--- config.mk ---
export PLATFORM = sky130hd
export DESIGN_NAME = mdu_iter
export DESIGN_NICKNAME = d
export VERILOG_FILES = /design/src/rtl/mdu_pkg.sv /design/src/rtl/mdu_div_step.sv /design/src/rtl/mdu_iter.sv
export SDC_FILE = /design/constraint.sdc
export NUM_CORES = 1
export LEC_CHECK = 0
export BUFFER_PORTS_ARGS = -buffer_cell sky130_fd_sc_hd__buf_4
export CAP_MARGIN = 20
export CORE_AREA = 2 2 164 166
export CTS_CLUSTER_DIAMETER = 150
export CTS_CLUSTER_SIZE = 20
export DETAILED_ROUTE_END_ITERATION = 8
export DIE_AREA = 0 0 166 168
export GPL_TIMING_DRIVEN = 1
export PLACE_DENSITY = 0.74
export RECOVER_POWER = 50
export SKIP_LAST_GASP = 1
export SYNTH_ARGS = -nofsm -noshare
export SYNTH_HDL_FRONTEND = slang
export SYNTH_SLANG_ARGS = --single-unit
--- constraint.sdc ---
create_clock -name clk -period 10.25 [get_ports clk]
set_input_delay 3.075 -clock clk [delete_from_list [all_inputs] [get_ports clk]]
set_output_delay 3.075 -clock clk [all_outputs]
set_load 0.05 [all_outputs]
--- src/rtl/mdu_pkg.sv ---
// -----------------------------------------------------------------------------
// mdu_pkg
// Shared definitions for the iterative multiply/divide unit:
//   - mdu_op_e      : op_i encodings (MULT .. MSUBU)
//   - mdu_state_e   : engine state encoding
//   - mdu_res_sel_e : what the FIX cycle loads into the result register
//   - helpers       : signedness and divide decode of an op code
// -----------------------------------------------------------------------------
package mdu_pkg;

  typedef enum logic [2:0] {
    MDU_OP_MULT  = 3'd0,
    MDU_OP_MULTU = 3'd1,
    MDU_OP_DIV   = 3'd2,
    MDU_OP_DIVU  = 3'd3,
    MDU_OP_MADD  = 3'd4,
    MDU_OP_MADDU = 3'd5,
    MDU_OP_MSUB  = 3'd6,
    MDU_OP_MSUBU = 3'd7
  } mdu_op_e;

  typedef enum logic [2:0] {
    ST_IDLE = 3'd0,
    ST_MUL  = 3'd1,
    ST_DIV  = 3'd2,
    ST_FIX  = 3'd3,
    ST_DONE = 3'd4
  } mdu_state_e;

  typedef enum logic [1:0] {
    RES_MUL  = 2'd0,  // plain (sign-corrected) product
    RES_DIV  = 2'd1,  // {remainder, quotient}
    RES_MADD = 2'd2,  // hilo + product
    RES_MSUB = 2'd3   // hilo - product
  } mdu_res_sel_e;

  // Even op codes are the signed variants.
  function automatic logic op_is_signed(input logic [2:0] op);
    return ~op[0];
  endfunction

  function automatic logic op_is_div(input logic [2:0] op);
    return (op == MDU_OP_DIV) || (op == MDU_OP_DIVU);
  endfunction

endpackage

--- src/rtl/mdu_div_step.sv ---
// -----------------------------------------------------------------------------
// mdu_div_step
// Combinational one-bit restoring division step.
//   rem_i     : partial remainder (always < divisor_i)
//   bit_i     : next dividend bit shifted in
//   divisor_i : divisor magnitude
//   rem_o     : next partial remainder
//   q_o       : quotient bit produced by this step
// -----------------------------------------------------------------------------
module mdu_div_step #(
  parameter int WIDTH = 32
) (
  input  logic [WIDTH-1:0] rem_i,
  input  logic             bit_i,
  input  logic [WIDTH-1:0] divisor_i,
  output logic [WIDTH-1:0] rem_o,
  output logic             q_o
);

  logic [WIDTH:0] shifted;
  logic [WIDTH:0] diff;

  // rem_i < divisor, so the shifted value is < 2*divisor and fits WIDTH+1
  // bits; the top bit of the difference is therefore a clean borrow flag.
  assign shifted = {rem_i, bit_i};
  assign diff    = shifted - {1'b0, divisor_i};
  assign q_o     = ~diff[WIDTH];
  assign rem_o   = q_o ? diff[WIDTH-1:0] : shifted[WIDTH-1:0];

endmodule

--- src/rtl/mdu_iter.sv ---
// -----------------------------------------------------------------------------
// mdu_iter
// Iterative shared multiply / divide / multiply-accumulate engine for EX.
// One operand bit per cycle: WIDTH cycles of MUL or DIV, one FIX cycle for
// sign correction and accumulation, then a one-cycle DONE with ready_o.
//
// Ports:
//   clk, rst      : clock (rising edge), asynchronous active-low reset
//   start_i       : request, accepted in IDLE or DONE when annul_i is low
//   annul_i       : abort whatever is in flight (pipeline flush)
//   op_i          : mdu_op_e encoding
//   opdata1_i/2_i : multiplicand/dividend, multiplier/divisor
//   hilo_i        : accumulator source for MADD/MSUB
//   busy_o        : engine occupied (MUL, DIV, FIX), decoded from state
//   ready_o       : one-cycle pulse, result_o/div_zero_o valid
//   result_o      : product/accumulation, or {remainder, quotient}
//   div_zero_o    : the completed divide had a zero divisor
//
// Build option: define MDU_ACCUM_EN for MADD/MADDU/MSUB/MSUBU. Without it
// ops 4/6 behave as MULT, ops 5/7 as MULTU, and hilo_i is ignored.
// -----------------------------------------------------------------------------
module mdu_iter
  import mdu_pkg::*;
#(
  parameter  int WIDTH = 32,
  localparam int CNT_W = $clog2(WIDTH + 1)
) (
  input  logic                 clk,
  input  logic                 rst,
  input  logic                 start_i,
  input  logic                 annul_i,
  input  logic [2:0]           op_i,
  input  logic [WIDTH-1:0]     opdata1_i,
  input  logic [WIDTH-1:0]     opdata2_i,
  input  logic [2*WIDTH-1:0]   hilo_i,
  output logic                 busy_o,
  output logic                 ready_o,
  output logic [2*WIDTH-1:0]   result_o,
  output logic                 div_zero_o
);

  mdu_state_e          state_q, state_d;
  logic [CNT_W-1:0]    cnt_q, cnt_d;
  logic [2*WIDTH-1:0]  wrk_q, wrk_d;      // MUL: {partial hi, multiplier}; DIV: {remainder, dividend/quotient}
  logic [WIDTH-1:0]    opnd_q, opnd_d;    // multiplicand or divisor magnitude
  mdu_res_sel_e        sel_q, sel_d;
  logic                neg_q, neg_d;      // negate product / quotient
  logic                neg_rem_q, neg_rem_d;
  logic [2*WIDTH-1:0]  res_q, res_d;
  logic                dz_q, dz_d;
  logic                ready_q, ready_d;
`ifdef MDU_ACCUM_EN
  logic [2*WIDTH-1:0]  hilo_q, hilo_d;
`else
  logic                unused_hilo;
  assign unused_hilo = ^hilo_i;
`endif

  // ---------------------------------------------------------------------------
  // Operand conditioning at accept time
  // ---------------------------------------------------------------------------
  logic             sgn, a_neg, b_neg, is_div;
  logic [WIDTH-1:0] a_abs, b_abs;
  mdu_res_sel_e     mul_sel;

  assign sgn    = op_is_signed(op_i);
  assign is_div = op_is_div(op_i);
  assign a_neg  = sgn & opdata1_i[WIDTH-1];
  assign b_neg  = sgn & opdata2_i[WIDTH-1];
  // -0x8000_0000 wraps back to itself, which is the correct unsigned magnitude.
  assign a_abs  = a_neg ? -opdata1_i : opdata1_i;
  assign b_abs  = b_neg ? -opdata2_i : opdata2_i;

  always_comb begin
    mul_sel = RES_MUL;
`ifdef MDU_ACCUM_EN
    if (op_i[2]) mul_sel = op_i[1] ? RES_MSUB : RES_MADD;
`endif
  end

  // ---------------------------------------------------------------------------
  // Datapath steps
  // ---------------------------------------------------------------------------
  // Shift-add: add the multiplicand into the upper half when the current
  // multiplier LSB is set, then shift the whole work register right.
  logic [WIDTH:0] mul_sum;
  assign mul_sum = {1'b0, wrk_q[2*WIDTH-1:WIDTH]}
                 + {1'b0, (wrk_q[0] ? opnd_q : {WIDTH{1'b0}})};

  logic [WIDTH-1:0] div_rem;
  logic             div_q;

  mdu_div_step #(.WIDTH(WIDTH)) u_div_step (
    .rem_i     (wrk_q[2*WIDTH-1:WIDTH]),
    .bit_i     (wrk_q[WIDTH-1]),
    .divisor_i (opnd_q),
    .rem_o     (div_rem),
    .q_o       (div_q)
  );

  logic               last_iter;
  assign last_iter = (cnt_q == CNT_W'(WIDTH - 1));

  // FIX-cycle sign correction and accumulation (modulo 2^(2*WIDTH)).
  logic [2*WIDTH-1:0] prod_fix, fix_res;
  logic [WIDTH-1:0]   quo_fix, rem_fix;

  always_comb begin
    prod_fix = neg_q     ? -wrk_q : wrk_q;
    quo_fix  = neg_q     ? -wrk_q[WIDTH-1:0]       : wrk_q[WIDTH-1:0];
    rem_fix  = neg_rem_q ? -wrk_q[2*WIDTH-1:WIDTH] : wrk_q[2*WIDTH-1:WIDTH];
    case (sel_q)
      RES_DIV:  fix_res = {rem_fix, quo_fix};
`ifdef MDU_ACCUM_EN
      RES_MADD: fix_res = hilo_q + prod_fix;
      RES_MSUB: fix_res = hilo_q - prod_fix;
`endif
      default:  fix_res = prod_fix;
    endcase
  end

  // ---------------------------------------------------------------------------
  // Next-state logic
  // ---------------------------------------------------------------------------
  always_comb begin
    // NOTE: every target gets a hold/default value first so no path through
    // the case statement leaves a signal unassigned (which would infer a latch).
    state_d   = state_q;
    cnt_d     = cnt_q;
    wrk_d     = wrk_q;
    opnd_d    = opnd_q;
    sel_d     = sel_q;
    neg_d     = neg_q;
    neg_rem_d = neg_rem_q;
    res_d     = res_q;
    dz_d      = dz_q;
    ready_d   = 1'b0;
`ifdef MDU_ACCUM_EN
    hilo_d    = hilo_q;
`endif

    if (annul_i) begin
      state_d = ST_IDLE;
    end else begin
      case (state_q)
        ST_IDLE, ST_DONE: begin
          state_d = ST_IDLE;
          if (start_i) begin
            cnt_d     = '0;
            neg_d     = a_neg ^ b_neg;
            neg_rem_d = a_neg;
`ifdef MDU_ACCUM_EN
            hilo_d    = hilo_i;
`endif
            if (is_div) begin
              sel_d  = RES_DIV;
              opnd_d = b_abs;
              wrk_d  = {{WIDTH{1'b0}}, a_abs};
              if (opdata2_i == '0) begin
                state_d = ST_DONE;
                res_d   = '0;
                dz_d    = 1'b1;
                ready_d = 1'b1;
              end else begin
                state_d = ST_DIV;
              end
            end else begin
              sel_d   = mul_sel;
              opnd_d  = a_abs;
              wrk_d   = {{WIDTH{1'b0}}, b_abs};
              state_d = ST_MUL;
            end
          end
        end
        ST_MUL: begin
          wrk_d = {mul_sum, wrk_q[WIDTH-1:1]};
          cnt_d = cnt_q + CNT_W'(1);
          if (last_iter) state_d = ST_FIX;
        end
        ST_DIV: begin
          wrk_d = {div_rem, wrk_q[WIDTH-2:0], div_q};
          cnt_d = cnt_q + CNT_W'(1);
          if (last_iter) state_d = ST_FIX;
        end
        ST_FIX: begin
          res_d   = fix_res;
          dz_d    = 1'b0;
          ready_d = 1'b1;
          state_d = ST_DONE;
        end
        default: state_d = ST_IDLE;
      endcase
    end
  end

  // ---------------------------------------------------------------------------
  // State registers
  // ---------------------------------------------------------------------------
  always_ff @(posedge clk or negedge rst) begin
    if (!rst) begin
      state_q   <= ST_IDLE;
      cnt_q     <= '0;
      wrk_q     <= '0;
      opnd_q    <= '0;
      sel_q     <= RES_MUL;
      neg_q     <= 1'b0;
      neg_rem_q <= 1'b0;
      res_q     <= '0;
      dz_q      <= 1'b0;
      ready_q   <= 1'b0;
`ifdef MDU_ACCUM_EN
      hilo_q    <= '0;
`endif
    end else begin
      // NOTE: non-blocking assignments so every register samples the values
      // from before this edge, independent of statement order.
      state_q   <= state_d;
      cnt_q     <= cnt_d;
      wrk_q     <= wrk_d;
      opnd_q    <= opnd_d;
      sel_q     <= sel_d;
      neg_q     <= neg_d;
      neg_rem_q <= neg_rem_d;
      res_q     <= res_d;
      dz_q      <= dz_d;
      ready_q   <= ready_d;
`ifdef MDU_ACCUM_EN
      hilo_q    <= hilo_d;
`endif
    end
  end

  assign busy_o     = (state_q == ST_MUL) || (state_q == ST_DIV) || (state_q == ST_FIX);
  assign ready_o    = ready_q;
  assign result_o   = res_q;
  assign div_zero_o = dz_q;

endmodule

After elaboration in Yosys (flattened, before gate mapping)
Cells that the tools add are included.

word-level totals
  register bits = 175
  latch bits = 0
  memory bits (writable) = 0
  ROM bits = 0
  output and inout port bits = 67
  logic and storage cells = 84
  memories = 0

operators by class
  $add $sub $neg = 8
  multiply operators = 0
  div/mod/pow operators = 0
  magnitude comparators = 0
  equality and inequality tests = 12
  shift operators = 0
  multiplexer cells = 34
  bitwise gates (word level) = 6
  reductions and logical operators = 14

operators by type and width
  kind                 number
  $mux 64              6
  $mux 32              8
  $pmux 64 s3          1
  $neg 32->32          4
  $pmux 64 s2          1
  $neg 64->64          1
  $add 32x32->33       1
  $sub 33x32->33       1
  $logic_not 32->1     1
  $mux 3               5
  $eq 3x2->1 const B   4
  $pmux 6 s2           1
  $pmux 3 s3           1
  $reduce_and 3->1     3
  $mux 1               8
  $add 6x1->6 const B  1
  $eq 6x5->1 const B   1
  $mux 6               1
  $ne 2x2->1 const B   3
  $reduce_and 5->1     1
  $pmux 1 s2           2
  $reduce_bool 2->1    2
  $reduce_or 2->1      2
  $eq 3x1->1 const B   1
  other kinds (9)      14

Longest topological paths before layout
Gate-level depths: netlist of the first run.

  word-level depth = 6
  depth in mapped cells = 15
  mapped depth without buffers = 14

By module
From an unflattened synthesis of the first run, not the netlist that was laid out.

second synthesis, totals
  cells, all modules = 1873
  area total of the unflattened synthesis = 15114.5 um2

by module, submodules not included
  module        times used  cells each  area an instance (um2)  sequential area each (um2)
  mdu_iter      1           1568        12756.0                 4354.2
  mdu_div_step  1           305         2358.5                  0.0

Least setup slack after synthesis of the first run
OpenSTA, ideal clock, no wires.

  kind = input port to flip-flop
  start point = in opdata2_i[3]
  end point = reg res_q[39] (netlist: result_o[39])
  setup time = 133 ps
  arrival time = 5284 ps
  path slack = 4833 ps
  stages on the path = 11
  buffers on the path = 2
  path through = or3_1 > nor3b_1 > and3b_1 > and3_1 > nand3b_1 > o31ai_1 > nand2b_1 > clkbuf_1 > buf_1 > nand2_1 > o21ai_0

between the ends
  cells in the longest elaborated chain, start to end = 3

RTL lines
  item                        line             text
  start: declaration          mdu_iter.sv:34   input logic [WIDTH-1:0] opdata2_i,
  $logic_not 32->1            mdu_iter.sv:159  if (opdata2_i == '0) begin
  $ne 2x2->1 (no line)        --
  $reduce_and 5->1 (no line)  --
  end signal: assignment      mdu_iter.sv:224  res_q <= res_d;
  end: declaration            mdu_iter.sv:49   logic [2*WIDTH-1:0] res_q, res_d;

No other way between the ends.
A chain may end at the register's enable or synchronous reset.

==> results of run 1 <==
-- routing by layer --
metal / GRT usage [%] / part of all wire, % / vias up / wire (µm)
met1: 44.5 / 44 / 6519 / 19200
met2: 47.8 / 44 / 655 / 19400
met3: 4.98 / 8.9 / 96 / 3930
met4: 12.6 / 3.5 / 0 / 1550
li1: - / - / 6541 / -
met5: 0 / 0 / - / 0
-- state kept, by name (all words and copies together) (netlist names) --
register	flops
cnt_q	6
ready_o	1
neg_q	1
neg_rem_q	1
result_o	64
div_zero_o	1
state_q	3
sel_q	1
wrk_q	64
opnd_q	32
-- worst paths after layout --
check                                           end  slack [ps]             startpoint
max                        result_o[44]$_DFFE_PN0P_        3040                    rst
min                            cnt_q[5]$_DFFE_PN0P_         480   cnt_q[5]$_DFFE_PN0P_
max reg2reg                   wrk_q[49]$_DFFE_PN0P_        5290  wrk_q[31]$_DFFE_PN0P_
min reg2reg                    cnt_q[5]$_DFFE_PN0P_         480   cnt_q[5]$_DFFE_PN0P_
max in group clk           result_o[43]$_DFFE_PN0P_        4410          opdata2_i[11]
min in group asynchronous   result_o[3]$_DFFE_PN0P_        3440                    rst
-- cells in the mapped netlist (9+ instances only) --
master    number
a21oi_1      147
nand2_1      218
o211ai_1      17
ha_1          69
mux2i_1       27
clkbuf_1      84
and2_1        12
inv_1         67
nor2b_1       10
nand3_1       27
a22oi_1       17
or3_1         10
o21ai_0      201
xor2_1        88
or4_1         13
a21o_1        31
nor2_1       180
nor4_1        15
xnor2_1       86
a31oi_1       27
a222oi_1      29
mux2_2        14
nand2b_1      28
nor3_1        27
o31ai_1       23
a211oi_1      12
dfrtp_1      174
o21bai_1       9
o41ai_1       11
-- metrics by stage --
step / setup slack [ps] / std cells / util (%) / hold slack, ps / instance area (µm²)
3_5_place_dp: 4070 / 2178 / 58.2 / 468 / 15300
3_3_place_gp: 4090 / 2178 / 58.2 / 459 / 15300
4_1_cts: 4510 / 2210 / 60.5 / 477 / 16000
2_1_floorplan: 4830 / 1783 / - / 438 / 14100
5_1_grt: 2100 / 2210 / 60.1 / 496 / 15800
6_report: 3040 / 2210 / 60.1 / 476 / 15800
-- worst register-to-register path, cell delays in order, from the launching register on --
cell       delay (ps)
dfrtp_1           470
inv_1             150
ha_1              250
fa_1              400
nand2b_1          210
a211oi_1          450
o211ai_1          230
o21ai_0           450
a2111oi_0         200
nor2_1            310
xor2_4            460
buf_4             440
mux2_2            390
a221oi_1          300
a21oi_1            70
-- cell type report --
type | count | area [µm²]
timing repair buffer | 152 | 1030
fill | 2403 | 10500
tap | 341 | 427
multi-input combinational | 1444 | 9140
clock buffer | 17 | 425
clock inverter | 15 | 204
sequential | 174 | 4350
inverter | 67 | 251
-- cells by family after synthesis --
family	after synthesis	share of synthesized area, %
compound gates	571	25.0
xor+xnor	174	10.8
fa+ha+maj	71	6.41
mux	41	3.04
buf+inv	165	4.48
flops	174	30.9
simple gates	587	19.4
-- power breakdown --
| part | internal [mW] | total (mW) | switching [mW] |
|---|---|---|---|
| Combinational | 1.29 | 3.44 | 2.15 |
| Clock | 0.338 | 0.685 | 0.348 |
| Sequential | 0.982 | 1.43 | 0.453 |
| Total | 2.61 | 5.56 | 2.95 |
==> results.toml, run 1 <==
[grt]
grt_overflow_total = 0
grt_util_all_layers_pct = 31.3
antenna_found_initial = 0
grt_pass1_wl_um = 70000
grt_max_degree = 88
grt_pass1_vias = 12900

[layout]
fin_nets = 2062
final_common_cell = "nand2_1"
drive_gt1_share_pct = 10.6
antennaDiodeCount = 0
area_growth_pct = 12.4
final_cell_mix = "217 x nand2_1, 201 x o21ai_0, 179 x nor2_1, 174 x dfrtp_1, 147 x a21oi_1"

[worst_setup_path]
critPathTopFamily = "buffers and inverters"
cp_cell_sequence = "clkbuf_1 -> clkbuf_1"
arrival_ps = 7120
max_stage_delay_ps = 2170
crit_path_frequent_cell = "clkbuf_1"
path_buf_inv = 2
critPathSlowestCell = "clkbuf_1"
required_ps = 10160
crit_fanout = 57
startpoint_type = "input port"
path_class = "in -> async"
worstRegToRegCells = 14
end_kind = "asynchronous set/reset pin"
cp.depth = 2

[clock_tree]
cts_max_path_buffers = 2
htree_levels = 4
cts_resized = 0
cts_made_buffers = 17
hold_buffers = 0
cts_tree = "built"
clkLatencyLatePin_ps = 440
clk_transition_reported_paths_ps = 70
cts.sinks = 174
cts-root-buf = "clkbuf_16"
post_cts_buffers = 0

[floorplan]
ios = 202
rows = 60
fp.dieArea_mm2 = 0.0279
die_w_um = 166
start_util_pct = 53.5
die_h_um = 168
coreArea_mm2 = 0.0264

[synthesis]
ys_top_cells_by_area = "dfrtp_1 31%, o21ai_0 7.1%, ha_1 6.1%"
synth_top_area_share_pct = 30.9
syn_inst = 1783
yosysSeqAreaShare_pct = 30.9
ys_warn_count = 0
synthArstFlopShare_pct = 100
ys_ff_latch = 174
dominantRegCellSynth = "dfrtp_1"
netlist-cell-type-count = 72
synth.largest_area_cell = "dfrtp_1"
synth_edf_count = 0
synth.net_count = 1989
syn_avg_cell_area_um2 = 7.90
synthesis.area_mm2 = 0.0141

[timing]
fin_crit_sh_pct = 70.3
setup_viol = 0
slew_viol_final = 191
rsz0062_at_grt = "no"
fmax_ghz = 0.139
finalClockSkew_ps = 16.8
hold_violations = 0
slew_headroom_pct = -95.3
finalSetupTns_ps = 0
tightest_slew_ps = 2930
period_minus_slack_ps = 7210

[detailed_routing]
wl_um = 44100
vias = 13800
drcViolationCount = 0
via_per_inst = 6.25
post_drt_wl_per_cell_um = 20.0
antenna_left = 0
drt-initial-drc-count = 1560
firstDrtPassIters = 6

[min_path]
holdPathStages = 1
hold_path.class = "reg -> reg"

[status]
status = "complete, but fails checks"
violations = "max-capacitance violations, max-slew violations"

[power]
leakage_nw = 7.04
vdd_ir_drop_max_v = 0.000199
finalPower_mw = 5.56
powerDensity_mw_per_mm2 = 351

[placement]
portBuffers = 137
post-dp-hpwl_um = 33200
place_congestion = 1.00

[run]
drv_cap = 4
No activity file was read; power rests on OpenSTA's default activity.
==> run 2, diff against run 1 <==
==> constraint.sdc (replaced) <==
create_clock -name clk -period 7.05 [get_ports clk]
set_input_delay 2.115 -clock clk [delete_from_list [all_inputs] [get_ports clk]]
set_output_delay 2.115 -clock clk [all_outputs]
set_load 0.05 [all_outputs]
==> run 2 against run 1 <==
Compared with the run above: the run still ends with max-capacitance violations, max-slew violations left; cell count did not move; hold slack improved by 0.64 ps; sequential power rose by 47%; die area did not move; routed wire length fell by 0.80%; non-clock buffer count rose by 1; critical path depth did not move; first-iteration DRC count rose by 6.3%; cell area fell by 0.20%.
==> results.toml, run 2 (synthesis gave the netlist of run 1 again) <==
[clock_tree]
cts_max_path_buffers = 2
hold_buffers = 0
cts-root-buf = "clkbuf_16"
cts.sinks = 174
cts_made_buffers = 17
htree_levels = 4
post_cts_buffers = 0
cts_resized = 0
clkLatencyLatePin_ps = 440
clk_transition_reported_paths_ps = 70
cts_tree = "built"

[worst_setup_path]
r2r-end = "wrk_q[49]$_DFFE_PN0P_"
end_kind = "asynchronous set/reset pin"
max_stage_delay_ps = 1960
path_buf_inv = 2
arrival_ps = 5590
worstRegToRegCells = 14
r2r_start = "wrk_q[31]$_DFFE_PN0P_"
r2r_slack_ps = 2020
cp.depth = 2
startpoint_type = "input port"
required_ps = 7310
critPathSlowestCell = "clkbuf_1"
crit_fanout = 58
critPathTopFamily = "buffers and inverters"
cp_cell_sequence = "clkbuf_1 -> clkbuf_2"
path_class = "in -> async"

[layout]
drive_gt1_share_pct = 10.7
fillers = 2404
antennaDiodeCount = 0
final_cell_mix = "217 x nand2_1, 201 x o21ai_0, 179 x nor2_1, 174 x dfrtp_1, 147 x a21oi_1"
area_growth_pct = 12.2
multi_input_area_mm2 = 0.00914
regArea_mm2 = 0.00435
design_area_mm2 = 0.0158
final_common_cell = "nand2_1"
fin_nets = 2063

[detailed_routing]
drt-met1-wl_um = 19800
vias = 13700
via_per_inst = 6.20
antenna_left = 0
post_drt_wl_per_cell_um = 19.8
wl_um = 43800
top_layer_used = "met4"
firstDrtPassIters = 7
met3_length_um = 3490
drcViolationCount = 0
drt-initial-drc-count = 1659
wl_met2_um = 19200

[floorplan]
start_util_pct = 53.5
coreArea_mm2 = 0.0264
fp.dieArea_mm2 = 0.0279
ios = 202
rows = 60
die_w_um = 166
die_h_um = 168

[grt]
grt_pass1_wl_um = 69100
grt_util_all_layers_pct = 30.9
antenna_found_initial = 0
grt_overflow_total = 0
grt_max_degree = 87
grt_pass1_vias = 12600

[placement]
dpl_cell_area_mm2 = 0.0153
post-dp-hpwl_um = 33200
preCtsSetupSlack_ps = 1840
place_congestion = 0.968
portBuffers = 137

[timing]
fin_crit_sh_pct = 75.6
hold_violations = 0
finalClockSkew_ps = 17.2
slew_viol_final = 265
fmax_ghz = 0.188
hold_slack_ps = 477
rsz0062_at_grt = "no"
setup_viol = 0
period_minus_slack_ps = 5330
setup_ws_ps = 1720
slew_headroom_pct = -88.8
tightest_slew_ps = 2830
finalSetupTns_ps = 0

[power]
vdd_ir_drop_max_v = 0.000264
powerDensity_mw_per_mm2 = 507
leakage_nw = 7.03

[min_path]
min_to = "result_o[47]$_DFFE_PN0P_"
holdCritStartpoint = "result_o[47]$_DFFE_PN0P_"
holdPathStages = 2
hold_path.class = "reg -> reg"

[status]
violations = "max-capacitance violations, max-slew violations"
status = "complete, but fails checks"

[run]
drv_cap = 5
-- run 2: cell types whose count changed in the layout (fill, tap and decap cells not counted), moves of 2 or more --
cell,previous run,this run
inv_12,2,0
clkinv_4,0,3
clkbuf_2,0,2
clkinv_8,7,1
inv_6,4,2
clkinvlp_4,0,2
-- run 2: cell type report --
cell class                      count  share of cell area [%]
Tap cell                          341                    2.70
Clock inverter                     12                   0.839
Sequential cell                   174                    27.6
Inverter                           67                    1.59
Timing Repair Buffer              153                    6.67
Clock buffer                       19                    2.80
Multi-Input combinational cell   1444                    57.8
-- run 2: per-layer routing --
metal	vias up	track usage, %
met4	0	9.68
li1	6541	-
met1	6501	45.4
met5	-	0
met3	82	3.81
met2	579	47.8
-- run 2: power breakdown --
group	switching (mW)	internal (mW)	leakage (nW)	total (mW)
Combinational	3.09	1.87	4.63	4.96
Sequential	0.674	1.43	2.12	2.10
Clock	0.438	0.505	0.277	0.943
Total	4.20	3.81	7.03	8.01
-- run 2: metrics by stage --
stage               utilization, %  instances  power (mW)
CTS                           60.3       2208        7.99
global route                  60.0       2210        8.58
finish                        60.0       2210        8.01
detailed placement            58.1       2177        7.03
floorplan                        -       1783        5.66
global placement              58.1       2177        6.94
-- run 2: how the worst max path moves through the flow --
stage                               start                  endpoint  slack (ps)
finish                                rst    opnd_q[21]$_DFFE_PN0P_        1720
global route                          rst    opnd_q[12]$_DFFE_PN0P_         970
CTS                 wrk_q[31]$_DFFE_PN0P_     wrk_q[49]$_DFFE_PN0P_        2210
detailed placement           opdata2_i[3]  result_o[18]$_DFFE_PN0P_        1840
global placement             opdata2_i[3]  result_o[14]$_DFFE_PN0P_        1950
floorplan                    opdata2_i[3]  result_o[39]$_DFFE_PN0P_        2590
